### src/rtl/motor_drive_sequencer.sv
// Per-wheel motor drive sequencer: arbitrates autonomous/RC commands, generates
// PWM and L298N direction pins, inserts coast dead time on reversal, stops on estop/watchdog.
module motor_drive_sequencer #(
    parameter int PWM_BITS     = 7,
    parameter int MIN_DUTY     = 5,
    parameter int DEAD_PERIODS = 4,
    parameter int WDOG_PERIODS = 64
) (
    input  logic                clk,
    input  logic                rst_n,
    input  logic                auto_valid,
    output logic                auto_ready,
    input  logic [PWM_BITS-1:0] auto_duty,
    input  logic                auto_dir,
    input  logic                rc_valid,
    output logic                rc_ready,
    input  logic [PWM_BITS-1:0] rc_duty,
    input  logic                rc_dir,
    input  logic                rc_override,
    input  logic                estop,
    output logic                pwm,
    output logic                in1_l298n_dir,
    output logic                in2_l298n_dir,
    output logic [PWM_BITS-1:0] active_duty,
    output logic                active_dir,
    output logic [1:0]          state,
    output logic                wdog_trip
);
    localparam int                  WD_W   = $clog2(WDOG_PERIODS + 1);
    localparam logic [PWM_BITS-1:0] MIN_D  = PWM_BITS'(MIN_DUTY);
    localparam logic [3:0]          DEAD_N = 4'(DEAD_PERIODS);
    localparam logic [WD_W-1:0]     WD_LIM = WD_W'(WDOG_PERIODS);

    typedef enum logic [1:0] {
        S_IDLE  = 2'b00,
        S_DRIVE = 2'b01,
        S_DEAD  = 2'b10,
        S_ESTOP = 2'b11
    } state_e;

    state_e              state_q, state_d;
    logic [PWM_BITS-1:0] cnt_q, cnt_d;
    logic                pend_vld_q, pend_vld_d;
    logic [PWM_BITS-1:0] pend_duty_q, pend_duty_d;
    logic                pend_dir_q, pend_dir_d;
    logic [PWM_BITS-1:0] stg_duty_q, stg_duty_d;
    logic                stg_dir_q, stg_dir_d;
    logic [3:0]          dead_q, dead_d;
    logic [WD_W-1:0]     wdog_q, wdog_d;
    logic [PWM_BITS-1:0] act_duty_q, act_duty_d;
    logic                act_dir_q, act_dir_d;
    logic                trip_q, trip_d;

    logic                period_end, win_valid, win_dir, win_ready, accept, pend_zero, wdog_hit;
    logic [PWM_BITS-1:0] win_duty;

    assign period_end = (cnt_q == '1);
    assign win_valid  = rc_override ? rc_valid : auto_valid;
    assign win_duty   = rc_override ? rc_duty  : auto_duty;
    assign win_dir    = rc_override ? rc_dir   : auto_dir;
    assign win_ready  = !pend_vld_q && (state_q != S_ESTOP);
    assign accept     = win_valid && win_ready;
    assign pend_zero  = (pend_duty_q < MIN_D);
    // An acceptance in the same cycle as the period end counts as a fresh command.
    assign wdog_hit   = ((state_q == S_DRIVE) || (state_q == S_DEAD)) && period_end &&
                        !accept && (wdog_q == WD_LIM - 1'b1);

    always_ff @(posedge clk or negedge rst_n) begin
        if (!rst_n) begin
            state_q     <= S_IDLE;
            cnt_q       <= '0;
            pend_vld_q  <= 1'b0;
            pend_duty_q <= '0;
            pend_dir_q  <= 1'b0;
            stg_duty_q  <= '0;
            stg_dir_q   <= 1'b0;
            dead_q      <= '0;
            wdog_q      <= '0;
            act_duty_q  <= '0;
            act_dir_q   <= 1'b0;
            trip_q      <= 1'b0;
        end else begin
            state_q     <= state_d;
            cnt_q       <= cnt_d;
            pend_vld_q  <= pend_vld_d;
            pend_duty_q <= pend_duty_d;
            pend_dir_q  <= pend_dir_d;
            stg_duty_q  <= stg_duty_d;
            stg_dir_q   <= stg_dir_d;
            dead_q      <= dead_d;
            wdog_q      <= wdog_d;
            act_duty_q  <= act_duty_d;
            act_dir_q   <= act_dir_d;
            trip_q      <= trip_d;
        end
    end

    always_comb begin
        state_d     = state_q;
        cnt_d       = cnt_q + 1'b1;
        pend_vld_d  = pend_vld_q;
        pend_duty_d = pend_duty_q;
        pend_dir_d  = pend_dir_q;
        stg_duty_d  = stg_duty_q;
        stg_dir_d   = stg_dir_q;
        dead_d      = dead_q;
        wdog_d      = wdog_q;
        act_duty_d  = act_duty_q;
        act_dir_d   = act_dir_q;
        trip_d      = 1'b0;

        if (estop) begin
            state_d    = S_ESTOP;
            pend_vld_d = 1'b0;
            stg_duty_d = '0;
            stg_dir_d  = 1'b0;
            dead_d     = '0;
            wdog_d     = '0;
            act_duty_d = '0;
        end else if (state_q == S_ESTOP) begin
            wdog_d = '0;
            if (period_end) state_d = S_IDLE;
        end else begin
            if (accept) begin
                pend_vld_d  = 1'b1;
                pend_duty_d = win_duty;
                pend_dir_d  = win_dir;
            end
            if ((state_q == S_IDLE) || accept) wdog_d = '0;
            else if (period_end && (wdog_q != WD_LIM)) wdog_d = wdog_q + 1'b1;

            if (wdog_hit) begin
                state_d    = S_IDLE;
                pend_vld_d = 1'b0;
                stg_duty_d = '0;
                stg_dir_d  = 1'b0;
                dead_d     = '0;
                wdog_d     = '0;
                act_duty_d = '0;
                trip_d     = 1'b1;
            end else if (period_end) begin
                case (state_q)
                    S_IDLE: if (pend_vld_q) begin
                        pend_vld_d = 1'b0;
                        if (!pend_zero) begin
                            state_d    = S_DRIVE;
                            act_duty_d = pend_duty_q;
                            act_dir_d  = pend_dir_q;
                        end
                    end
                    S_DRIVE: if (pend_vld_q) begin
                        pend_vld_d = 1'b0;
                        if (pend_zero) begin
                            state_d    = S_IDLE;
                            act_duty_d = '0;
                        end else if (pend_dir_q == act_dir_q) begin
                            act_duty_d = pend_duty_q;
                        end else begin
                            state_d    = S_DEAD;
                            stg_duty_d = pend_duty_q;
                            stg_dir_d  = pend_dir_q;
                            dead_d     = DEAD_N;
                            act_duty_d = '0;
                        end
                    end
                    S_DEAD: begin
                        // Pending is left alone here; it is consumed once back in DRIVE.
                        if (dead_q == 4'd1) begin
                            state_d    = S_DRIVE;
                            act_duty_d = stg_duty_q;
                            act_dir_d  = stg_dir_q;
                            stg_duty_d = '0;
                            stg_dir_d  = 1'b0;
                            dead_d     = '0;
                        end else begin
                            dead_d = dead_q - 1'b1;
                        end
                    end
                    default: ;
                endcase
            end
        end
    end

    always_comb begin
        pwm           = (state_q == S_DRIVE) && (cnt_q < act_duty_q);
        in1_l298n_dir = (state_q == S_DRIVE) && !act_dir_q;
        in2_l298n_dir = (state_q == S_DRIVE) && act_dir_q;
        active_duty   = (state_q == S_DRIVE) ? act_duty_q : '0;
        active_dir    = act_dir_q;
        state         = state_q;
        wdog_trip     = trip_q;
        // The losing source is always ready so its commands drain and are dropped.
        auto_ready    = (state_q == S_ESTOP) || rc_override || !pend_vld_q;
        rc_ready      = (state_q == S_ESTOP) || !rc_override || !pend_vld_q;
    end
endmodule

### config.mk
export PLATFORM = sky130hd
export DESIGN_NAME = motor_drive_sequencer
export DESIGN_NICKNAME = d
export VERILOG_FILES = /design/src/rtl/motor_drive_sequencer.sv
export SDC_FILE = /design/constraint.sdc
export NUM_CORES = 1
export LEC_CHECK = 0
export CORE_MARGIN = 5
export CORE_UTILIZATION = 25
export CTS_BUF_LIST = sky130_fd_sc_hd__clkbuf_16
export CTS_CLUSTER_DIAMETER = 30
export CTS_CLUSTER_SIZE = 30
export DETAILED_ROUTE_END_ITERATION = 8
export GPL_TIMING_DRIVEN = 0
export PLACE_DENSITY = 0.54
export SETUP_SLACK_MARGIN = 0.5
export SLEW_MARGIN = 20
export SYNTH_ARGS = -nofsm -noshare
export SYNTH_HDL_FRONTEND = slang
export SYNTH_SLANG_ARGS = --single-unit
### constraint.sdc
create_clock -name clk -period 4.6 [get_ports clk]
set_input_delay 0.92 -clock clk [delete_from_list [all_inputs] [get_ports clk]]
set_output_delay 0.92 -clock clk [all_outputs]
set_load 0.01 [all_outputs]
# == Word-level counts from Yosys, hierarchy flattened ==
# Index checks and enable logic that the tools add are counted.
# word_totals
latchBits,0
input_bits,22
n_memories,0
out_inout_bits,16
mem_bits_rw,0
mem_bits_ro,0
reg_bits,46
word_cells,151
# classes
multipliers,0
order_cmp,2
muxes,73
n_shift,0
addsub,3
n_reduce_logical,33
div_mod_pow,0
n_eq_ne,25
bitwise_logic,3
# op_table
op,count
2-to-1 mux 7 bit,25
2-to-1 mux 4 bit,8
2-to-1 mux 1 bit,23
2-to-1 mux 2 bit,11
one-hot mux 7 bit (3 select lines),1
inequality test 4 bit (second input constant),5
AND reduction 8 bit,2
inequality test 5 x 4 -> 1 bit (second input constant),3
adder 7 x 1 -> 7 bit (second input constant),2
one-hot mux 7 bit (2 select lines),1
AND reduction 7 bit,2
nonzero test 5 bit,2
logical AND 1 bit,9
inequality test 2 bit (second input constant),4
one-hot mux 4 bit (2 select lines),1
equality test 7 x 6 -> 1 bit (second input constant),1
equality test 7 bit (second input constant),1
< comparator 7 x 3 -> 1 bit (second input constant),1
< comparator 7 bit,1
inequality test 7 bit (second input constant),1
logical OR 1 bit,6
inequality test 6 x 5 -> 1 bit (second input constant),1
one-hot mux 2 bit (3 select lines),1
AND reduction 6 bit,1
other kinds (19),26

# == Depth between registers and ports, before layout ==
# Gate-level depths: netlist (run 1).
# depth
ltp_word,10
depth_mapped,9
mapped_depth_nobuf,8

# == Worst setup path after synthesis (run 1) ==
# No wires, ideal clock.
# synth_timing
path_type,input to register
start,input rc_override
end,register act_duty_q[0]
t_arrival_ns,2.499
setup_time_ns,0.125
setup_slack_ns,1.976
path_stages,6
n_path_buf,0
required_ns,4.475
path_cell_list,mux2i_1 > or3_1 > a211oi_1 > or3_4 > a211oi_4 > mux2_2
# synth_between
elab_chain_cells,8
elab_cells_between_ends,15
cone_classes,eq/ne: 4; mux: 4; reduce/logical: 7
# synth_rtl
item,line_no,text
from (decl),19,"input logic rc_override,"
2-to-1 mux 1 bit *,58,assign win_valid = rc_override ? rc_valid : auto_valid;
logical AND 1 bit *,62,assign accept = win_valid && win_ready;
logical NOT 1 bit *,66,!accept && (wdog_q == WD_LIM - 1'b1);
logical AND 1 bit *,65,assign wdog_hit = ((state_q == S_DRIVE) || (state_q == S_DEAD)) && period_end &&
logical AND 1 bit *,66,
branches (longest 3 deep; another with AND reduction 7 bit),-,
to (signal assigned),92,act_duty_q <= act_duty_d;
to (decl),50,"logic [PWM_BITS-1:0] act_duty_q, act_duty_d;"
# Every way passes the cells marked *. The select of a mux whose other input is x is not followed.
# A chain may end at the register's enable or synchronous reset.

# == Worst setup path in the final report (run 1) ==
# layout_timing
start,register state_q[1] (netlist: state[1])
end,output pwm
# layout_between
elab_chain_cells,2
# layout_rtl
item,line_no,text
from (decl),41,"state_e state_q, state_d;"
from (signal assigned),83,state_q <= state_d;
equality test 2 x 1 -> 1 bit,186,pwm = (state_q == S_DRIVE) && (cnt_q < act_duty_q);
logical AND 1 bit,186,
to (decl),21,"output logic pwm,"
# Every way passes these cells.

==> summary.md, run 1 <==
| Metric | Value |
|---|---|
| Leakage | `~1.4 nW` |
| Drt initial violations | `about 160` |
| Sw Pwr | `between 0.0003 and 0.0004 W` |
| Asr flop ratio synth | `between 90% and 100%` |
| I/O Pins | `38` |
| Simple-Gate Fraction of Synth Area | `a little under a fifth` |
| Largest net degree at the start of global routing | `29` |
| Root buffer cell | `clkbuf_16` |
| Synth Register Bits | `46` |
| Distinct cell type count after synthesis | `56` |
| Port-buffer cells | `37` |
| CP Data Required Time | `roughly 3.7 ns` |
| Power Internal | `between 0.0008 and 0.0009 W` |
| CTS sink cnt | `46` |
| Fin. Hold Viols | `0` |
| Synthesized net count | `roughly 330` |
| H-tree lvl count | `2` |
| Share of cells above drive strength 1 | `between 8 and 9%` |
| Drt via density | `4.719` |
| Remaining antenna violation count | `0` |
| Slew Viols, Final | `0` |
| Core footprint | `~11,000 µm²` |
| Hold Path Class | `flip-flop to flip-flop` |
| Synth warnings | `0` |
| Post-synthesis mux area share | `6.879%` |
| Power after layout | `~0.0012 W` |
| Post-DP Area | `around 3300 µm²` |
| Max incr delay on CP | `0.56 ns` |
| Switching fraction of total power | `27.96%` |
| Worst-Margin Slew | `around 0.67 ns` |
| All-Layer GR Usage | `10.91%` |
| # diodes | `0` |
| Fillcell total | `~1,100` |
| Commonest cells after routing, fill and taps aside | `dfrtp_1, nor2_1, clkdlybuf4s50_1` |
| Starting Density | `roughly 25%` |
| Arrival @ worst endpoint | `about 2.9 ns` |
| Gpl congestion | `0.8044` |
| Endpoint type of the worst setup path | `output pin` |
| Slowest cell on the critical path | `clkdlybuf4s50_1` |
| RSZ-0062 raised after global routing | `no` |
| Clock share of power | `about a third` |
| Post-Synth Adder-Cell Area | `7.289%` |
| Maximum vdd ir drop | `0.1552 mV` |
| Design Area, Final | `about 3500 µm²` |
| Max_slew headroom | `between 50% and 60%` |
| Worst-path fanout max | `10` |
| Part of the power in registers | `between 40% and 50%` |
| Compound-cell area share of the yosys netlist | `between 15 and 20%` |
| Die height | `around 110 µm` |
| Critical path class | `flip-flop to output pin` |
| Status | `finished, final reports clean` |
| Period utilisation layout | `approximately 83%` |
| # DRC | `0` |
| Post-place setup slack | `approximately 0.84 ns` |
| Pwr/cell area | `approximately 340 nW/µm²` |
| Number of global-route vias before repair | `~2,400` |
| Post-Syn Area | `~2700 µm²` |
| Site Rows | `38` |
| Initial antenna violation count | `0` |
| First drt pass iteration count | `5` |
| Logic pwr share | `about a fifth` |
| First-pass GRT wire length | `11,640 µm` |
| Final min period | `3.819 ns` |
| DP HPWL | `between 5000 and 6000 µm` |
| Worst Setup Start Kind | `flip-flop` |
| Final core utilization | `32.22%` |
| Seq/Total Area, Yosys | `between 40% and 50%` |
| Cts hold-fix bufs | `0` |
| DIE AREA | `between 10,000 and 15,000 µm²` |
| Most common cell after layout, fill and taps aside | `dfrtp_1` |
| Worst R2R Setup Slack | `1.75 ns` |
| CTS Buf Count | `5` |
| Post-Synth XOR/XNOR Area | `about 3.8%` |
| Clk buf depth | `2` |
| Synth Flop Type | `dfrtp_1` |
| Setup TNS | `0 ns` |
| Post-CTS Setup Bufs | `0` |
| CTS tree | `built` |
| EDFF count, synth | `0` |
| Cells after synthesis | `approximately 290` |
| DR vias | `approximately 2,200` |
| Resize count post-CTS | `0` |
| Insertion delay to the later sink of the worst-skew pair | `~0.28 ns` |
| Congestion Overflow GR | `0` |
| Syn avg cell area | `about 9.6 µm²` |
| Top-area cell type share of the netlist area | `a little over two fifths` |
| CTS clk-pin slew, worst paths | `0.06 ns` |
| CP cell instances | `inv_1, ha_1, clkbuf_1, clkinv_1, a211o_1, a31oi_1, clkdlybuf4s50_1` |
| Max Freq | `261.8 MHz` |
| Max Cap Violations | `0` |
| # setup viols final | `0` |
| Top cells by area, synth | `dfrtp_1, ha_1, nor2_1` |
| Area Growth Syn to Fin | `26.61%` |
| Die X-Extent | `114.8 µm` |
| WL final | `6614 µm` |
| Post-layout net count | `370` |
| Largest family of logic cells by synthesized area | `simple AND/OR/NAND/NOR gates` |
| Largest area contributor in the netlist | `dfrtp_1` |
| Fin worst setup slack | `approximately 0.78 ns` |
| Worst Skew | `~0.0032 ns` |
| Routed len/inst | `between 10 and 15 µm` |
## stage by stage
stage               cells  hold slack (ns)
floorplan             287           0.4480
global placement      464           0.4643
detailed placement    465           0.4743
CTS                   473           0.4897
global route          473           0.5192
finish                473           0.4851
## kinds of logic (layout without fill, tap and decap cells)
logic type,after synthesis,count (layout)
XOR/XNOR,12,12
multiplexers,18,18
AND/OR/NAND/NOR,101,101
adder cells (fa/ha/maj),16,16
AO/OA/AOI/OAI,68,68
buffers and inverters,26,72
flip-flops,46,46
## worst max-delay path, delay by kind of cell (launching register included)
family | cells | cell delay, ns
flops | 1 | 0.41
buf+inv | 4 | 1.55
compound gates | 2 | 0.46
fa+ha+maj | 1 | 0.18
## cell type report
type / count / area, µm² / area share [%]
tap: 140 / 175.2 / 5.038
sequential: 46 / 1151 / 33.11
clock inverter: 3 / 45.04 / 1.295
buffer: 8 / 33.78 / 0.9716
timing repair buffer: 38 / 385.4 / 11.08
inverter: 18 / 67.56 / 1.943
multi-input combinational: 215 / 1494 / 42.97
clock buffer: 5 / 125.1 / 3.598
## flip-flops by register name, summed over array words and instances (netlist names)
register     cells
wdog_trip        1
wdog_q           7
cnt_q            7
stg_dir_q        1
pend_dir_q       1
state            2
act_duty_q       7
dead_q           4
pend_vld_q       1
stg_duty_q       7
pend_duty_q      7
active_dir       1
## layer usage
| metal | GRT usage [%] | vias to the layer above | share of wire [%] |
|---|---|---|---|
| met3 | 1.789 | 6 | 4.2 |
| li1 | - | 1108 | - |
| met1 | 15.63 | 1050 | 51 |
| met4 | 3.130 | 0 | 1.2 |
| met5 | 0 | - | 0 |
| met2 | 17.04 | 68 | 43 |
## Yosys cell counts (all sizes together) (2+ instances only)
master,instances
mux2i,11
nand3,7
clkbuf,6
nor3,3
buf,2
xor2,7
and2,3
o22ai,2
xnor2,5
a21oi,13
o21ai,17
a21o,4
or4,2
dfrtp,46
a31oi,5
and3,3
or3,2
and4,3
nand2,24
o21a,2
nand2b,3
o41ai,2
clkinv,2
o21bai,2
inv,16
o41a,2
a211oi,2
nor2,40
ha,16
a22oi,7
nand4,4
nor4,2
mux2,7
## path summary, 6_finish.rpt
check,from,to,depth (start not counted)
max in group asynchronous,rst_n,stg_dir_q,2
hold reg to reg,stg_dir_q,stg_dir_q,2
setup reg to reg,state[0],act_duty_q[0],8
min in group asynchronous,rst_n,cnt_q[3],1
hold / removal,stg_dir_q,stg_dir_q,2
setup / recovery,state[1],pwm,7
## power by group through the flow
stage                     Clock (W)  Combinational (W)  Sequential, W
after floorplan                   0           0.000167       0.000532
after global placement            0           0.000229       0.000551
after detailed placement          0           0.000232       0.000553
after CTS                  0.000421           0.000235       0.000546
after global routing       0.000436           0.000277       0.000560
final                      0.000409           0.000233       0.000546
(Power assumes the default switching activity.)
==> inputs of run 2 (changes only) <==
Settings changed: PLACE_DENSITY 0.54 to 0.55.
Clock period 4.6 ns to 3.2 ns, I/O delays scaled along.
==> run 2 against run 1 <==
Non-clock buffer count up 10. Worst hold slack got worse by 0.18 ns. Sequential share of layout area is 1.3 points lower. Clock skew rose by 0.0028 ns. Via count rose by 3.5%. Sequential power rose by 44%. Final area grew 4.2%. Critical path depth is 2 higher. Utilization rose by 1.3 points. First-iteration DRC count is 37% lower. Cell count increased by 2.1%. Flip-flop and latch count did not move. Largest power group unchanged.
==> summary.md, run 2 (synthesized netlist as in run 1, its figures left out) <==
| Metric | Value |
|---|---|
| Status | `finished, final reports clean` |
| Clk buf depth | `2` |
| Site Rows | `38` |
| Largest net degree at the start of global routing | `28` |
| Max_slew headroom | `58.13%` |
| First-pass GRT wire length | `~12,000 µm` |
| Die X-Extent | `between 100 and 150 µm` |
| Core footprint | `around 11,000 µm²` |
| First drt pass iteration count | `4` |
| Initial antenna violation count | `0` |
| # DRC | `0` |
| CP Data Required Time | `roughly 3.4 ns` |
| Routed len/inst | `~14 µm` |
| Remaining antenna violation count | `0` |
| Share of cells above drive strength 1 | `between 15 and 20%` |
| Drt initial violations | `roughly 100` |
| Power after layout | `0.001712 W` |
| CTS tree | `built` |
| Gpl congestion | `approximately 0.86` |
| Most common cell after layout, fill and taps aside | `dfrtp_1` |
| DIE AREA | `approximately 13,000 µm²` |
| Post-layout net count | `380` |
| I/O Pins | `38` |
| Starting Density | `~25%` |
| WP buf/inv | `3` |
| H-tree lvl count | `2` |
| CTS clk-pin slew, worst paths | `approximately 0.06 ns` |
| # setup viols final | `0` |
| Drt via density | `~4.8` |
| Final core utilization | `33.56%` |
| Fillcell total | `roughly 1,100` |
| Max Freq | `378.9 MHz` |
| Worst-Margin Slew | `roughly 0.63 ns` |
| Final min period | `around 2.6 ns` |
| Pwr/cell area | `approximately 470 nW/µm²` |
| WL final | `about 6700 µm` |
| DP HPWL | `a little over 5000 µm` |
| CP cell instances | `clkdlybuf4s50_1, mux2i_2, o311ai_4, buf_4, nand2_1, a31oi_1, a211oi_4, buf_4, mux2_2` |
| Arrival @ worst endpoint | `about 2.8 ns` |
| Endpoint type of the worst setup path | `flip-flop` |
| CTS Buf Count | `5` |
| DR vias | `roughly 2,300` |
| Critical path class | `input pin to flip-flop` |
| Max Cap Violations | `0` |
| All-Layer GR Usage | `a little over a tenth` |
| Die height | `roughly 110 µm` |
| Worst path top cell family by delay | `buffers and inverters` |
| Insertion delay to the later sink of the worst-skew pair | `roughly 0.29 ns` |
| Worst setup startpoint | `auto_valid` |
| Register area | `about 1200 µm²` |
| Cts hold-fix bufs | `0` |
| Maximum vdd ir drop | `0.2037 mV` |
| Multi-input gate area | `1548 µm²` |
| Commonest cells after routing, fill and taps aside | `dfrtp_1, nor2_1, clkdlybuf4s50_1` |
| Leakage | `about 1.5 nW` |
| Period utilisation layout | `between 80 and 90%` |
| Number of global-route vias before repair | `approximately 2,300` |
| Congestion Overflow GR | `0` |
| Worst Skew | `~0.0060 ns` |
| RR Startpoint | `state[1]` |
| Cell mode on critical path | `buf_4` |
| Port-buffer cells | `37` |
| Worst Setup Start Kind | `input pin` |
| Area Growth Syn to Fin | `31.89%` |
| # diodes | `0` |
| Post-DP Area | `approximately 3300 µm²` |
| CTS sink cnt | `46` |
| Worst-path fanout max | `7` |
| RSZ-0062 raised after global routing | `yes` |
| Design Area, Final | `between 3000 and 4000 µm²` |
| Slowest cell on the critical path | `clkdlybuf4s50_1` |
| Slew Viols, Final | `0` |
| Root buffer cell | `clkbuf_16` |
| Hold Path Class | `input pin to asynchronous set/reset pin` |
| Max incr delay on CP | `roughly 0.5 ns` |
| Fin. Hold Viols | `0` |
## run 2: cell types whose count changed in the layout (fill, tap and decap cells not counted), sizes merged, moves of 2 or more
cell,delta
clkdlybuf4s50,-6
buf,+12
dlymetal6s2s,+3
dlygate4sd2,+2
## run 2: metal layers
metal  routed length, µm  global-route usage, %  vias to the layer above
met4                  79                  2.817                        0
met3                 421                  2.579                        7
met5                   0                      0                        -
li1                    -                      -                     1144
met2                3044                  17.19                       69
met1                3201                  14.92                     1090
## run 2: worst paths after layout
path | end | slack [ns] | cells past startpoint
max | act_duty_q[2] | 0.56 | 9
min | dead_q[0] | 0.31 | 1
max reg2reg | act_duty_q[2] | 0.62 | 9
min reg2reg | stg_duty_q[2] | 0.49 | 2
max in group asynchronous | state[0] | 2.39 | 2
min in group clk | stg_duty_q[2] | 0.49 | 2
## run 2: cell type report
class                   count  share of cell area (%)
inverters                  18                   2.107
repair buffers             48                   12.64
clock inverters             3                   1.105
clock buffers               5                   3.454
well taps                 140                   4.836
plain buffers               8                   1.313
multi-input cells         215                   42.73
flip-flops and latches     46                   31.81
## run 2: stage by stage
| step | hold slack [ns] | worst slack, ns | instances | TNS [ns] |
|---|---|---|---|---|
| global placement | 0.4635 | -0.09181 | 464 | -0.09181 |
| detailed placement | 0.4774 | -0.03047 | 465 | -0.03047 |
| floorplan | 0.3444 | 0.7713 | 287 | 0 |
| finish | 0.3069 | 0.5605 | 483 | 0 |
| global route | 0.3379 | 0.4950 | 483 | 0 |
| CTS | 0.3160 | 0.4235 | 474 | 0 |
## run 2: repair_timing
item                                    in CTS  in global routing
pin swaps                                    2                  6
setup buffers                                1                  9
endpoints found under the setup margin      28                 28
gates resized for setup                     13                 21
hold endpoints to repair                     0                  0
## run 2: power breakdown
part | internal (W) | switching [W]
Clock | 0.000365 | 0.000217
Combinational | 0.000179 | 0.000166
Sequential | 0.000692 | 0.0000929
Total | 0.00124 | 0.000476
==> inputs of run 3 (changes only) <==
Settings changed: PLACE_DENSITY 0.55 to 0.54.
Clock period 3.2 ns to 2.5 ns, I/O delays scaled along.
==> run 3 against run 2 <==
Wire length is 14% higher. Worst hold slack worse by 0.16 ns. Sequential share of layout area is 4.5 points lower. Count of clock-buffer cells in the layout stayed put. Cell count is 6.2% higher. Via count is 5.7% higher. Global-route usage is 0.95 points higher. Register-to-register slack worse by 0.49 ns. Combinational power is 61% higher. First-iteration DRC count is 21% higher. Critical path depth is 2 lower. Setup slack worse by 0.46 ns. Largest power group unchanged.
==> summary.md, run 3 (synthesized netlist as in run 1, its figures left out) <==
| Metric | Value |
|---|---|
| Status | `finished, final reports clean` |
| Critical path class | `flip-flop to output pin` |
| Root buffer cell | `clkbuf_16` |
| Largest net degree at the start of global routing | `31` |
| Remaining antenna violation count | `0` |
| Slew Viols, Final | `0` |
| DIE AREA | `around 13,000 µm²` |
| Worst-path fanout max | `3` |
| Area Growth Syn to Fin | `53.58%` |
| Insertion delay to the later sink of the worst-skew pair | `a little under 0.3 ns` |
| Clk buf depth | `2` |
| Period utilisation layout | `96.04%` |
| # DRC | `0` |
| Max Freq | `around 420 MHz` |
| First-pass GRT wire length | `12,490 µm` |
| Commonest cells after routing, fill and taps aside | `dfrtp_1, nor2_1, buf_4` |
| H-tree lvl count | `2` |
| Fin. Hold Viols | `0` |
| Endpoint type of the worst setup path | `output pin` |
| # setup viols final | `0` |
| Max_slew headroom | `63.59%` |
| Gpl congestion | `around 0.80` |
| Starting Density | `25.45%` |
| Hold Path Class | `input pin to asynchronous set/reset pin` |
| CTS clk-pin slew, worst paths | `0.06 ns` |
| Pwr/cell area | `approximately 570 nW/µm²` |
| Non-filler instance count after layout | `a little over 500` |
| CTS tree | `built` |
| Drt initial violations | `approximately 130` |
| Site Rows | `38` |
| Arrival @ worst endpoint | `around 1.9 ns` |
| CP Data Required Time | `~2.0 ns` |
| WL final | `7680 µm` |
| Max Cap Violations | `0` |
| Congestion Overflow GR | `0` |
| Worst Skew | `0.005090 ns` |
| Drt via density | `4.758` |
| CTS Buf Count | `5` |
| All-Layer GR Usage | `between 10% and 20%` |
| Port-buffer cells | `37` |
| DR vias | `2,441` |
| Share of cells above drive strength 1 | `a little under two fifths` |
| Post-layout net count | `between 400 and 500` |
| Leakage | `around 1.8 nW` |
| Die X-Extent | `between 100 and 150 µm` |
| Most common cell after layout, fill and taps aside | `dfrtp_1` |
| Cts hold-fix bufs | `0` |
| I/O Pins | `38` |
| Power after layout | `~0.0024 W` |
| Placed cells | `465` |
| Core footprint | `between 10,000 and 15,000 µm²` |
| DP HPWL | `just over 5000 µm` |
| CTS sink cnt | `46` |
| RSZ-0062 raised after global routing | `yes` |
| Worst-Margin Slew | `0.5411 ns` |
| Die height | `about 110 µm` |
| Initial antenna violation count | `0` |
| # diodes | `0` |
| Final min period | `between 2 and 2.5 ns` |
| Worst Setup Start Kind | `flip-flop` |
| First drt pass iteration count | `6` |
| Maximum vdd ir drop | `about 0.3 mV` |
| Routed len/inst | `roughly 15 µm` |
| Number of global-route vias before repair | `roughly 2,500` |
| Fin Hold WS | `0.1485 ns` |
## run 3: per-layer routing
metal  wire length [µm]  track usage, %  vias to the layer above  share of wire [%]
met5                  0               0                        -                  0
met4                 76           2.582                        0               0.99
met3                290           3.000                        8                3.8
met2               3609           18.59                       59                 47
met1               3705           16.40                     1184                 48
li1                   -               -                     1190                  -
## run 3: cell type report
class	instances	area [µm²]
timing repair buffer	78	689.4
multi-input combinational	215	1819
clock buffer	5	125.1
inverter	18	87.58
sequential	46	1154
fill	1070	6575
buffer	8	103.9
tap	140	175.2
clock inverter	3	63.81
## run 3: worst max-delay path, cell delays in order (launching register included)
cell	delay, ns
dfrtp_1	0.40
ha_1	0.29
a21o_1	0.15
a21o_1	0.17
a21o_1	0.17
a21o_1	0.17
a31oi_2	0.12
buf_2	0.15
## run 3: repair_timing
| action | 4_1_cts | 5_1_grt |
|---|---|---|
| gates cloned | 1 | 0 |
| setup endpoints to repair | 49 | 48 |
| resized for setup | 124 | 38 |
| hold endpoints to repair | 0 | 0 |
| setup buffers | 30 | 9 |
| pin swaps | 22 | 16 |
## run 3: path summary, 6_finish.rpt
path,endpoint,cells past startpoint,slack [ns],start
setup / recovery,pwm,7,0.1,cnt_q[1]
hold / removal,cnt_q[3],1,0.15,rst_n
setup reg to reg,act_duty_q[1],10,0.13,cnt_q[1]
hold reg to reg,stg_duty_q[1],2,0.49,stg_duty_q[1]
max in group asynchronous,stg_duty_q[6],2,1.85,rst_n
min in group clk,stg_duty_q[1],2,0.49,stg_duty_q[1]
## run 3: through the flow
stage | setup WS, ns | area (µm²) | utilization [%] | setup TNS, ns
final | 0.09908 | 4218 | 39.08 | 0
after global routing | 0.01735 | 4218 | 39.08 | 0
after CTS | 0.08101 | 4045 | 37.48 | 0
after detailed placement | -0.7120 | 3367 | 31.20 | -15.15
after global placement | -0.7318 | 3352 | 31.06 | -34.64
after floorplan | 0.1004 | 2806 | - | 0
## run 3: report_power, final
| part | leakage (nW) | switching (W) | total (W) | internal (W) |
|---|---|---|---|---|
| Sequential | 0.578 | 0.000121 | 0.00101 | 0.000886 |
| Combinational | 1.12 | 0.000260 | 0.000554 | 0.000294 |
| Clock | 0.0915 | 0.000282 | 0.000851 | 0.000569 |
